$ cat src/rtl/calc_pkg.sv
// Shared key codes, sequencer state encoding and small helpers for the calculator datapath.
// Used by the sequencer, the ALU and the display blocks.
package calc_pkg;

    localparam logic [3:0] KEY_CE       = 4'hA;
    localparam logic [3:0] KEY_SUB      = 4'hB;
    localparam logic [3:0] KEY_ADD      = 4'hC;
    localparam logic [3:0] KEY_IGUAL    = 4'hD;
    localparam logic [3:0] KEY_RECOVERY = 4'hE;
    localparam logic [3:0] KEY_SAVE     = 4'hF;

    typedef enum logic [1:0] {
        ST_VALUE_A     = 2'b00,
        ST_VALUE_B     = 2'b01,
        ST_VALUE_IGUAL = 2'b10,
        ST_ERROR       = 2'b11
    } calc_state_t;

    function automatic logic is_digit(input logic [3:0] key);
        return key <= 4'd9;
    endfunction

    function automatic logic is_operator(input logic [3:0] key);
        return (key == KEY_ADD) || (key == KEY_SUB);
    endfunction

endpackage

$ cat src/rtl/digit_accum.sv
// Decimal entry step: value*10 + digit with digit count and range check.
// Purely combinational, no backpressure; a zero count means the next digit replaces the value.
module digit_accum #(
    parameter int WIDTH      = 8,
    parameter int MAX_DIGITS = 3,
    parameter int CW         = $clog2(MAX_DIGITS + 1)
) (
    input  logic [WIDTH-1:0] value_i,
    input  logic [CW-1:0]    count_i,
    input  logic [3:0]       digit_i,
    output logic [WIDTH-1:0] value_o,
    output logic [CW-1:0]    count_o,
    output logic             ovf_o
);

    localparam int EW = WIDTH + 4;

    logic [WIDTH-1:0] base;
    logic [EW-1:0]    prod;
    logic             too_many;
    logic             too_big;

    always_comb begin
        base     = (count_i == '0) ? '0 : value_i;
        prod     = EW'(base) * EW'(4'd10) + EW'(digit_i);
        too_many = ({1'b0, count_i} >= (CW + 1)'(MAX_DIGITS));
        too_big  = (prod > EW'({WIDTH{1'b1}}));
        ovf_o    = too_many | too_big;
        value_o  = prod[WIDTH-1:0];
        count_o  = count_i + CW'(1);
    end

endmodule

$ cat src/rtl/calc_sequencer.sv
// Keypad-driven calculator sequencer: operand entry, operator chaining, memory save/recall.
// Key effects and keyAck land one cycle after the ready rising edge is sampled; no backpressure.
module calc_sequencer
    import calc_pkg::*;
#(
    parameter int WIDTH      = 8,
    parameter int MAX_DIGITS = 3
) (
    input  logic             Clock,
    input  logic             clearIn,
    input  logic             ready,
    input  logic [3:0]       tecla,
    input  logic [WIDTH-1:0] memoryIn,
    input  logic [WIDTH-1:0] result,
    input  logic             resultOvf,
    output logic [WIDTH-1:0] numberA,
    output logic [WIDTH-1:0] numberB,
    output logic             operation,
    output logic [WIDTH-1:0] memoryOut,
    output logic             memWrite,
    output logic             keyAck,
    output logic             entryOvf,
    output logic [1:0]       estate
);

    localparam int CW = $clog2(MAX_DIGITS + 1);

    calc_state_t      state_q;
    logic [WIDTH-1:0] num_a_q;
    logic [WIDTH-1:0] num_b_q;
    logic             op_q;
    logic [WIDTH-1:0] mem_out_q;
    logic             mem_wr_q;
    logic             key_ack_q;
    logic             ent_ovf_q;
    logic [CW-1:0]    cnt_q;
    logic             b_ent_q;
    logic             ready_q;
    logic             key_stb_q;
    logic [3:0]       key_q;

    logic [WIDTH-1:0] acc_val_d;
    logic [CW-1:0]    acc_cnt_d;
    logic             acc_ovf_d;
    logic             in_b;

    assign in_b = (state_q == ST_VALUE_B);

    digit_accum #(
        .WIDTH      (WIDTH),
        .MAX_DIGITS (MAX_DIGITS),
        .CW         (CW)
    ) u_accum (
        .value_i (in_b ? num_b_q : num_a_q),
        .count_i (cnt_q),
        .digit_i (key_q),
        .value_o (acc_val_d),
        .count_o (acc_cnt_d),
        .ovf_o   (acc_ovf_d)
    );

    // Edge history resets to 1 so a key still held across reset is never taken.
    always_ff @(posedge Clock or negedge clearIn) begin
        if (!clearIn) begin
            state_q   <= ST_VALUE_A;
            num_a_q   <= '0;
            num_b_q   <= '0;
            op_q      <= 1'b0;
            mem_out_q <= '0;
            mem_wr_q  <= 1'b0;
            key_ack_q <= 1'b0;
            ent_ovf_q <= 1'b0;
            cnt_q     <= '0;
            b_ent_q   <= 1'b0;
            ready_q   <= 1'b1;
            key_stb_q <= 1'b0;
            key_q     <= '0;
        end else begin
            ready_q   <= ready;
            key_stb_q <= ready & ~ready_q;
            key_q     <= tecla;
            key_ack_q <= key_stb_q;
            mem_wr_q  <= 1'b0;

            if (key_stb_q) begin
                unique case (state_q)
                    ST_VALUE_A, ST_VALUE_B: begin
                        if (is_digit(key_q)) begin
                            if (acc_ovf_d) begin
                                ent_ovf_q <= 1'b1;
                            end else begin
                                cnt_q <= acc_cnt_d;
                                if (in_b) begin
                                    num_b_q <= acc_val_d;
                                    b_ent_q <= 1'b1;
                                end else begin
                                    num_a_q <= acc_val_d;
                                end
                            end
                        end else if (is_operator(key_q)) begin
                            if (!in_b) begin
                                op_q    <= (key_q == KEY_SUB);
                                num_b_q <= '0;
                                cnt_q   <= '0;
                                b_ent_q <= 1'b0;
                                state_q <= ST_VALUE_B;
                            end else if (!b_ent_q) begin
                                op_q <= (key_q == KEY_SUB);
                            end else if (resultOvf) begin
                                state_q <= ST_ERROR;
                            end else begin
                                num_a_q <= result;
                                num_b_q <= '0;
                                op_q    <= (key_q == KEY_SUB);
                                cnt_q   <= '0;
                                b_ent_q <= 1'b0;
                            end
                        end else begin
                            case (key_q)
                                KEY_IGUAL: begin
                                    if (in_b) begin
                                        state_q <= resultOvf ? ST_ERROR : ST_VALUE_IGUAL;
                                    end
                                end
                                KEY_SAVE: begin
                                    mem_out_q <= in_b ? num_b_q : num_a_q;
                                    mem_wr_q  <= 1'b1;
                                end
                                KEY_RECOVERY: begin
                                    cnt_q <= '0;
                                    if (in_b) begin
                                        num_b_q <= memoryIn;
                                        b_ent_q <= 1'b1;
                                    end else begin
                                        num_a_q <= memoryIn;
                                    end
                                end
                                KEY_CE: begin
                                    cnt_q     <= '0;
                                    ent_ovf_q <= 1'b0;
                                    if (in_b) begin
                                        num_b_q <= '0;
                                        b_ent_q <= 1'b0;
                                    end else begin
                                        num_a_q <= '0;
                                    end
                                end
                                default: ;
                            endcase
                        end
                    end

                    ST_VALUE_IGUAL: begin
                        if (is_digit(key_q)) begin
                            num_a_q   <= WIDTH'(key_q);
                            num_b_q   <= '0;
                            cnt_q     <= CW'(1);
                            ent_ovf_q <= 1'b0;
                            state_q   <= ST_VALUE_A;
                        end else if (is_operator(key_q)) begin
                            num_a_q <= result;
                            num_b_q <= '0;
                            op_q    <= (key_q == KEY_SUB);
                            cnt_q   <= '0;
                            b_ent_q <= 1'b0;
                            state_q <= ST_VALUE_B;
                        end else begin
                            case (key_q)
                                KEY_SAVE: begin
                                    mem_out_q <= result;
                                    mem_wr_q  <= 1'b1;
                                end
                                KEY_RECOVERY: begin
                                    num_a_q   <= memoryIn;
                                    num_b_q   <= '0;
                                    cnt_q     <= '0;
                                    ent_ovf_q <= 1'b0;
                                    state_q   <= ST_VALUE_A;
                                end
                                KEY_CE: begin
                                    num_a_q   <= '0;
                                    num_b_q   <= '0;
                                    cnt_q     <= '0;
                                    ent_ovf_q <= 1'b0;
                                    b_ent_q   <= 1'b0;
                                    state_q   <= ST_VALUE_A;
                                end
                                default: ;
                            endcase
                        end
                    end

                    ST_ERROR: begin
                        if (key_q == KEY_CE) begin
                            num_a_q   <= '0;
                            num_b_q   <= '0;
                            cnt_q     <= '0;
                            ent_ovf_q <= 1'b0;
                            b_ent_q   <= 1'b0;
                            state_q   <= ST_VALUE_A;
                        end
                    end
                endcase
            end
        end
    end

    assign numberA   = num_a_q;
    assign numberB   = num_b_q;
    assign operation = op_q;
    assign memoryOut = mem_out_q;
    assign memWrite  = mem_wr_q;
    assign keyAck    = key_ack_q;
    assign entryOvf  = ent_ovf_q;
    assign estate    = state_q;

endmodule
$ cat config.mk
export PLATFORM = sky130hd
export DESIGN_NAME = calc_sequencer
export DESIGN_NICKNAME = d
export VERILOG_FILES = /design/src/rtl/calc_pkg.sv /design/src/rtl/digit_accum.sv /design/src/rtl/calc_sequencer.sv
export SDC_FILE = /design/constraint.sdc
export NUM_CORES = 1
export LEC_CHECK = 0
export CAP_MARGIN = 15
export CORE_MARGIN = 2
export CORE_UTILIZATION = 45
export CTS_CLUSTER_DIAMETER = 120
export DETAILED_ROUTE_END_ITERATION = 16
export PLACE_DENSITY_LB_ADDON = 0.15
export SLEW_MARGIN = 20
export SYNTH_ARGS = -nofsm -noshare
export SYNTH_HDL_FRONTEND = slang
export SYNTH_SLANG_ARGS = --single-unit
$ cat constraint.sdc
create_clock -name Clock -period 3.85 [get_ports Clock]
set_input_delay 0.5775 -clock Clock [delete_from_list [all_inputs] [get_ports Clock]]
set_output_delay 0.5775 -clock Clock [all_outputs]
set_load 0.02 [all_outputs]
==> results.yml, run 1 <==
die:
  core_sq_um: 7330
  initial_core_util: 0.471
  die_h_microns: 91.6
  num_rows: 31
  die_x_microns: 91.6
  pin_count: 54
  die_area_sq_um: 8390
power_and_ir_drop:
  power-per-cell-area_nw_per_um2: 1070
  p_leak_nw: 1.77
  power_mw: 4.60
  ir_drop_uv: 524
placed_design:
  routabilityCongestion: 0.990
  port_buffers: 53
  post-dp-hpwl_microns: 8460
  post-place-ws_ns: 0.0901
worst_setup_path:
  cp.buffers_inverters: 3
  cp.arrival_ns: 3.86
  crit_family: "adder cells"
  cp_cell_sequence: "inv_1, ha_2, and4bb_2, a21oi_1, inv_1, ha_1, ha_1, o2bb2ai_1, mux2i_1, mux2_4, o21ai_0, buf_4, a31o_1"
  start_kind: "flip-flop"
  cp.required_ns: 4.04
  crit_path_top_delay_cell: "dfrtp_1"
  critPathKind: "reg -> reg"
  critPathMaxFanout: 14
  crit_path_max_incr_delay_ns: 0.43
  critPathCaptureType: "flip-flop"
layout:
  layout_commonest_cell: "clkdlybuf4s50_1"
  final_net_count: 495
  syn_to_final_growth_pct: 24.3
  drive_gt1_frac: 0.136
  most-common-layout-cells: "clkdlybuf4s50_1, nand2_1, dfrtp_1, a21oi_1, o21ai_0"
  antenna_cells: 0
timing:
  finalCritPeriodShare: 0.955
  period_needed_ns: 3.68
  slew_headroom: 0.387
  worst_pin_slew_ns: 0.919
  setup_viol: 0
  fmax_mhz: 272
  final_max_slew_viol_count: 0
  layout_setup_ws_ns: 0.172
  clock_skew_ns: 0.0135
  hold_viol_final: 0
  whs_ns: 0.397
run:
  max_cap_viol_count: 0
drt:
  ant_nets: 0
  drc: 0
  wl_per_cell_microns: 20.4
  viasPerCell: 6.37
  num_vias: 3538
  routed_wl_microns: 11300
  first_iter_violations: 371
  firstDrtPassIters: 6
synthesis:
  synth.distinct_cells: 76
  synth-edff-count: 0
  synth_cells: 396
  synth_area_sq_um: 3450
  synth_seq_cells: 39
  synth_fp_nets: 436
  async_reset_ff_frac: 1.00
  synthFlopType: "dfrtp_1"
  synth.avg_cell_area_sq_um: 8.71
  ys_seq_area_frac: 0.283
  ys_warn_count: 0
run_status:
  status: "finished clean"
global_route:
  grt_pass1_vias: 3210
  gr-total-overflow: 0
  grtUsageTotal: 0.272
  antenna_found_initial: 0
  grt_pass1_wl_microns: 18000
  grt_start_max_net_pins: 45
clocking:
  clk_pin_slew_worst_paths_ns: 0.10
  cts_tree: "yes"
  cts_sinks: 39
  clockRootBuffer: "clkbuf_8"
  cts-hold-fix-buffers: 0
  cts_buffer_depth: 2
  cts-buffers-inserted: 5
  h-tree-depth: 2
  clock_latency_ns: 0.30
min_path:
  hp-class: "in -> async"
==> sequential cells by signal (all words and copies together), names as in the netlist <==
signal and cells:
b_ent_q 1, cnt_q 2, entryOvf 1, estate 2, keyAck 1, key_q 4
key_stb_q 1, memWrite 1, memoryOut 8, numberA 8, numberB 8, operation 1
ready_q 1
==> logic make-up after synthesis <==
family / Yosys count / share of synthesized area
buf+inv: 38 / 0.0569
mux: 27 / 0.0830
compound gates: 143 / 0.298
xor+xnor: 6 / 0.0192
fa+ha+maj: 17 / 0.0653
flops: 39 / 0.283
simple gates: 126 / 0.195
==> cell usage after synthesis, drive strengths merged, types with 5 or more instances <==
cell    count  area share
dfrtp      38        0.28
nand2      37       0.040
o21ai      28       0.041
a21oi      27       0.042
nor2       24       0.026
mux2i      17       0.050
nor2b      17       0.031
ha         14       0.051
inv        14       0.015
buf        12       0.029
clkbuf     12       0.013
a211oi     11       0.024
mux2       10       0.033
o211ai     10       0.022
nand2b      7       0.013
nand3       7       0.010
nor3        7       0.010
o221ai      7       0.018
o22ai       6       0.011
nor4        5       0.011
==> power by group <==
group | internal (mW) | switching [mW] | leakage, nW
clock | 0.259 | 0.163 | 0.0644
sequential | 0.556 | 0.182 | 0.477
combinational | 1.47 | 1.97 | 1.23
==> final timing paths <==
kind / start / cells past startpoint / slack (ns) / endpoint
setup / recovery: cnt_q[0] / 13 / 0.17 / numberB[0]
min in group Clock: ready_q / 1 / 0.50 / key_stb_q
max in group asynchronous: clearIn / 1 / 2.83 / estate[1]
hold / removal: clearIn / 1 / 0.40 / numberA[1]
setup reg to reg: cnt_q[0] / 13 / 0.17 / numberB[0]
hold reg to reg: ready_q / 1 / 0.50 / key_stb_q
==> per-layer routing <==
layer | track usage | wire [microns]
met1 | 0.393 | 4970
met2 | 0.426 | 5090
met3 | 0.0382 | 901
met4 | 0.0707 | 363
met5 | 0 | 0
==> what timing repair did <==
| action | CTS | global route |
|---|---|---|
| setup endpoints to repair | 0 | 20 |
| setup buffers | 0 | 2 |
| resized for setup | 0 | 5 |
==> cell type report <==
cell class	instances	area, sq um
Fill cell	627	3040
Multi-Input combinational cell	319	2300
Sequential cell	39	978
Timing Repair Buffer	76	698
Tap cell	99	124
Clock buffer	5	68.8
Clock inverter	3	67.6
Inverter	14	52.6
==> stage by stage <==
step           setup TNS, ns  std cells  cell area [sq um]  utilization
3_5_place_dp               0        545               4120        0.562
6_report                   0        555               4290        0.585
4_1_cts                    0        553               4250        0.580
5_1_grt              -0.0365        555               4290        0.585
3_3_place_gp               0        545               4120        0.562
2_1_floorplan              0        396               3450            -
==> worst reg2reg max path: cells and delay by family, from the launching register on <==
kind,cells,cell delay [ns]
AO/OA/AOI/OAI,4,0.85
adder cells (fa/ha/maj),3,0.97
buffers and inverters,3,0.35
flip-flops,1,0.43
multiplexers,2,0.68
AND/OR/NAND/NOR,1,0.29
No activity file was read; power rests on OpenSTA's default activity.
==> inputs of run 2 (changes only) <==
Settings changed: CORE_MARGIN 2 to 5.
==> run 2 against run 1 <==
Effect of this change: cell area decreased by 1.3%; register-to-register slack better by 0.04 ns; first-iteration DRC count increased by 7.8%; largest power group unchanged.
==> results.yml, run 2 (synthesis results as in run 1) <==
layout:
  final_net_count: 490
  antenna_cells: 0
  fin_util: 0.557
  most-common-layout-cells: "clkdlybuf4s50_1, nand2_1, dfrtp_1, a21oi_1, o21ai_0"
  fillerInstances: 690
  drive_gt1_frac: 0.129
  syn_to_final_growth_pct: 22.7
  layout_commonest_cell: "clkdlybuf4s50_1"
timing:
  period_needed_ns: 3.64
  hold_viol_final: 0
  final_max_slew_viol_count: 0
  clock_skew_ns: 0.00387
  setup_viol: 0
  finalCritPeriodShare: 0.945
  slew_headroom: 0.397
  fmax_mhz: 275
  worst_pin_slew_ns: 0.905
  rsz0062_at_grt: "false"
  fin_tns_setup_ns: 0
global_route:
  grtUsageTotal: 0.226
  gr-total-overflow: 0
  grt_pass1_vias: 3335
  antenna_found_initial: 0
  grt_pass1_wl_microns: 17600
  grt_start_max_net_pins: 40
die:
  die_h_microns: 97.6
  die_area_sq_um: 9520
  die_x_microns: 97.6
  pin_count: 54
  core_sq_um: 7610
  num_rows: 32
  initial_core_util: 0.454
drt:
  ant_nets: 0
  wl_met1_microns: 4620
  routed_wl_microns: 10900
  first_iter_violations: 400
  firstDrtPassIters: 6
  dr_wl_met2_microns: 4840
  drc: 0
  viasPerCell: 6.42
  wl_met3_microns: 1050
  num_vias: 3552
  highest_layer: "met4"
  wl_per_cell_microns: 19.7
worst_setup_path:
  crit_path_top_delay_cell: "maj3_1"
  crit_path_max_incr_delay_ns: 0.45
  cp.buffers_inverters: 2
  crit_family: "adder cells"
  cp_cell_sequence: "inv_1, ha_2, and4bb_2, a21oi_1, inv_1, ha_1, ha_1, and4b_1, maj3_1, and2_4, a21oi_4, o21ai_0"
  cp.required_ns: 4.03
  start_kind: "flip-flop"
  critPathCaptureType: "flip-flop"
  critPathMaxFanout: 11
  crit_start: "cnt_q[0]"
  cp.arrival_ns: 3.82
  critPathKind: "reg -> reg"
  r2r_start: "cnt_q[0]"
run_status:
  status: "finished clean"
min_path:
  hp-class: "in -> async"
power_and_ir_drop:
  ir_drop_uv: 649
  power-per-cell-area_nw_per_um2: 1050
  p_leak_nw: 1.74
clocking:
  h-tree-depth: 2
  cts-buffers-inserted: 5
  clk_pin_slew_worst_paths_ns: 0.09
  cts_buffer_depth: 2
  cts_tree: "yes"
  cts-hold-fix-buffers: 0
  clock_latency_ns: 0.31
  clockRootBuffer: "clkbuf_8"
  cts_sinks: 39
placed_design:
  port_buffers: 53
  post-dp-hpwl_microns: 8180
  routabilityCongestion: 0.950
run:
  max_cap_viol_count: 0
run 2: final cells by class:
class / instances / area [sq um] / area share
multi-input combinational: 319 / 2300 / 0.543
sequential: 39 / 980 / 0.231
timing repair buffer: 71 / 661 / 0.156
tap: 102 / 128 / 0.0301
clock buffer: 5 / 68.8 / 0.0163
inverter: 14 / 52.6 / 0.0124
clock inverter: 3 / 43.8 / 0.0103
run 2: report_power, final:
part           switching, mW  internal (mW)
combinational           1.92           1.44
clock                  0.169          0.193
sequential             0.170          0.557
total                   2.26           2.19
run 2: worst register-to-register path, cell delays in order, from the launching register on:
cell and delay [ns]:
dfrtp_1 0.43, inv_1 0.12, ha_2 0.31, and4bb_2 0.28, a21oi_1 0.21, inv_1 0.07
ha_1 0.28, ha_1 0.38, and4b_1 0.24, maj3_1 0.45, and2_4 0.22, a21oi_4 0.36
o21ai_0 0.16
run 2: repair_timing:
action                                  4_1_cts  5_1_grt
gates resized for setup                       0        6
endpoints found under the setup margin        0       15
buffers inserted                              0        1
run 2: routing by layer:
layer	GRT usage	vias up
met5	0	-
li1	-	1626
met2	0.356	244
met3	0.0395	40
met4	0.0692	0
met1	0.314	1642
run 2: path summary, 6_finish.rpt:
| check | end | slack (ns) | depth (start not counted) |
|---|---|---|---|
| setup / recovery | numberB[7] | 0.21 | 12 |
| hold / removal | numberA[2] | 0.39 | 1 |
| setup reg to reg | numberB[7] | 0.21 | 12 |
| hold reg to reg | key_stb_q | 0.49 | 1 |
| max in group asynchronous | estate[0] | 2.84 | 1 |
| min in group Clock | key_stb_q | 0.49 | 1 |
run 2: per-stage QoR:
stage	std cells	hold slack, ns	instance area [sq um]	setup WS, ns	total power [mW]
global placement	544	0.470	4090	0.180	3.95
finish	553	0.390	4230	0.213	4.44
CTS	552	0.429	4200	0.0285	4.35
floorplan	396	0.282	3450	0.0799	3.01
detailed placement	544	0.476	4090	0.0461	3.98
global route	553	0.492	4230	0.00815	4.76
==> inputs of run 3 (changes only) <==
Settings changed: GPL_ROUTABILITY_DRIVEN from default to 0.
==> run 3 against run 2 <==
Effect of this change: clock power is 21% lower; cell count is 0.18% lower; critical path depth increased by 2; via count shrank 2.6%; combinational power increased by 1%; die area is the same; fmax grew 0.27%; hold slack improved by 0.0051 ns; wire length rose by 2.6%; first-iteration DRC count fell by 28%.
==> results.yml, run 3 (synthesis results as in run 1) <==
worst_setup_path:
  crit_family: "adder cells"
  cp.required_ns: 4.02
  cp_cell_sequence: "inv_1, nor2_4, nand2_1, a21oi_1, ha_1, ha_1, inv_1, fa_1, nor2b_2, nand2_1, and4bb_1, mux2_4, o41ai_1, o21ai_0"
  critPathKind: "reg -> reg"
  r2r_start: "estate[0]"
  start_kind: "flip-flop"
  crit_path_max_incr_delay_ns: 0.46
  crit_path_top_delay_cell: "fa_1"
  crit_start: "estate[0]"
  cp.arrival_ns: 3.80
  cp.buffers_inverters: 2
  critPathMaxFanout: 14
  critPathCaptureType: "flip-flop"
drt:
  num_vias: 3461
  wl_per_cell_microns: 20.2
  routed_wl_microns: 11200
  drc: 0
  firstDrtPassIters: 5
  ant_nets: 0
  first_iter_violations: 286
  viasPerCell: 6.27
die:
  initial_core_util: 0.454
  die_x_microns: 97.6
  core_sq_um: 7610
  die_h_microns: 97.6
  num_rows: 32
  die_area_sq_um: 9520
  pin_count: 54
global_route:
  grtUsageMet2: 0.357
  grt.busiest_layer: "met2"
  grt_pass1_vias: 3411
  antenna_found_initial: 0
  grtUsageMet3: 0.0510
  gr-total-overflow: 0
  grt_start_max_net_pins: 52
  grt_pass1_wl_microns: 18200
  grtUsageTotal: 0.235
  met1_usage: 0.325
layout:
  most-common-layout-cells: "clkdlybuf4s50_1, nand2_1, dfrtp_1, a21oi_1, o21ai_0"
  antenna_cells: 0
  drive_gt1_frac: 0.129
  final_net_count: 489
  fin_util: 0.554
  syn_to_final_growth_pct: 22.2
  layout_commonest_cell: "clkdlybuf4s50_1"
  stdcell_area_sq_um: 4220
  fin_cells: 552
timing:
  fmax_mhz: 276
  hold_viol_final: 0
  final_max_slew_viol_count: 0
  clock_skew_ns: 0.00683
  rsz0062_at_grt: "false"
  worst_pin_slew_ns: 0.895
  setup_viol: 0
  finalCritPeriodShare: 0.942
  slew_headroom: 0.404
  period_needed_ns: 3.63
  layout_setup_ws_ns: 0.222
clocking:
  cts-buffers-inserted: 5
  cts_buffer_depth: 2
  cts_sinks: 39
  h-tree-depth: 2
  cts_tree: "yes"
  clockRootBuffer: "clkbuf_8"
  clk_pin_slew_worst_paths_ns: 0.09
  clock_latency_ns: 0.30
power_and_ir_drop:
  power-per-cell-area_nw_per_um2: 1050
  p_leak_nw: 1.72
  power_mw: 4.41
  ir_drop_uv: 402
run_status:
  status: "finished clean"
placed_design:
  post-dp-hpwl_microns: 8370
  post-place-ws_ns: -0.0170
  port_buffers: 53
  dpl.cell_count: 542
  dpl_cell_area_sq_um: 4080
run:
  max_cap_viol_count: 0
min_path:
  hp-class: "in -> async"
run 3: per-stage QoR:
step                      setup TNS, ns  hold slack [ns]
final                                 0            0.395
after global placement                0            0.472
after floorplan                       0            0.282
after global routing                  0            0.484
after detailed placement        -0.0170            0.476
after CTS                             0            0.440
run 3: path summary, 6_finish.rpt:
kind | to | slack, ns | cells after the start
min in group Clock | key_stb_q | 0.49 | 1
max | cnt_q[1] | 0.22 | 14
max reg2reg | cnt_q[1] | 0.22 | 14
min | numberA[2] | 0.39 | 1
min reg2reg | key_stb_q | 0.49 | 1
max in group asynchronous | estate[1] | 2.84 | 1
run 3: worst reg2reg max path, cell delays in order (launching register included):
cell and delay (ns):
dfrtp_1 0.42, inv_1 0.11, nor2_4 0.18, nand2_1 0.09, a21oi_1 0.20, ha_1 0.26, ha_1 0.23, inv_1 0.08
fa_1 0.46, nor2b_2 0.19, nand2_1 0.06, and4bb_1 0.34, mux2_4 0.40, o41ai_1 0.35, o21ai_0 0.13
run 3: power by group:
part | total (mW) | switching [mW] | internal, mW
Combinational | 3.39 | 1.96 | 1.43
Sequential | 0.733 | 0.177 | 0.556
Clock | 0.287 | 0.161 | 0.126
Total | 4.41 | 2.30 | 2.11
run 3: final cells by class:
| type | count | area, sq um |
|---|---|---|
| inverter | 14 | 52.6 |
| fill | 707 | 3390 |
| tap | 102 | 128 |
| clock inverter | 3 | 20.0 |
| multi-input combinational | 319 | 2310 |
| timing repair buffer | 70 | 653 |
| clock buffer | 5 | 68.8 |
| sequential | 39 | 978 |
run 3: per-layer routing:
layer  share of wire  wire, microns
met4           0.033            365
met5               0              0
met1            0.44           4920
met2            0.44           4920
met3           0.087            968
run 3: what timing repair did:
action                                  in CTS  in global routing
hold endpoints to repair                     0                  0
hold buffers                                 0                  0
setup buffers                                0                  2
gates resized for setup                      1                  8
endpoints found under the setup margin       1                 17
pin swaps                                    0                  1
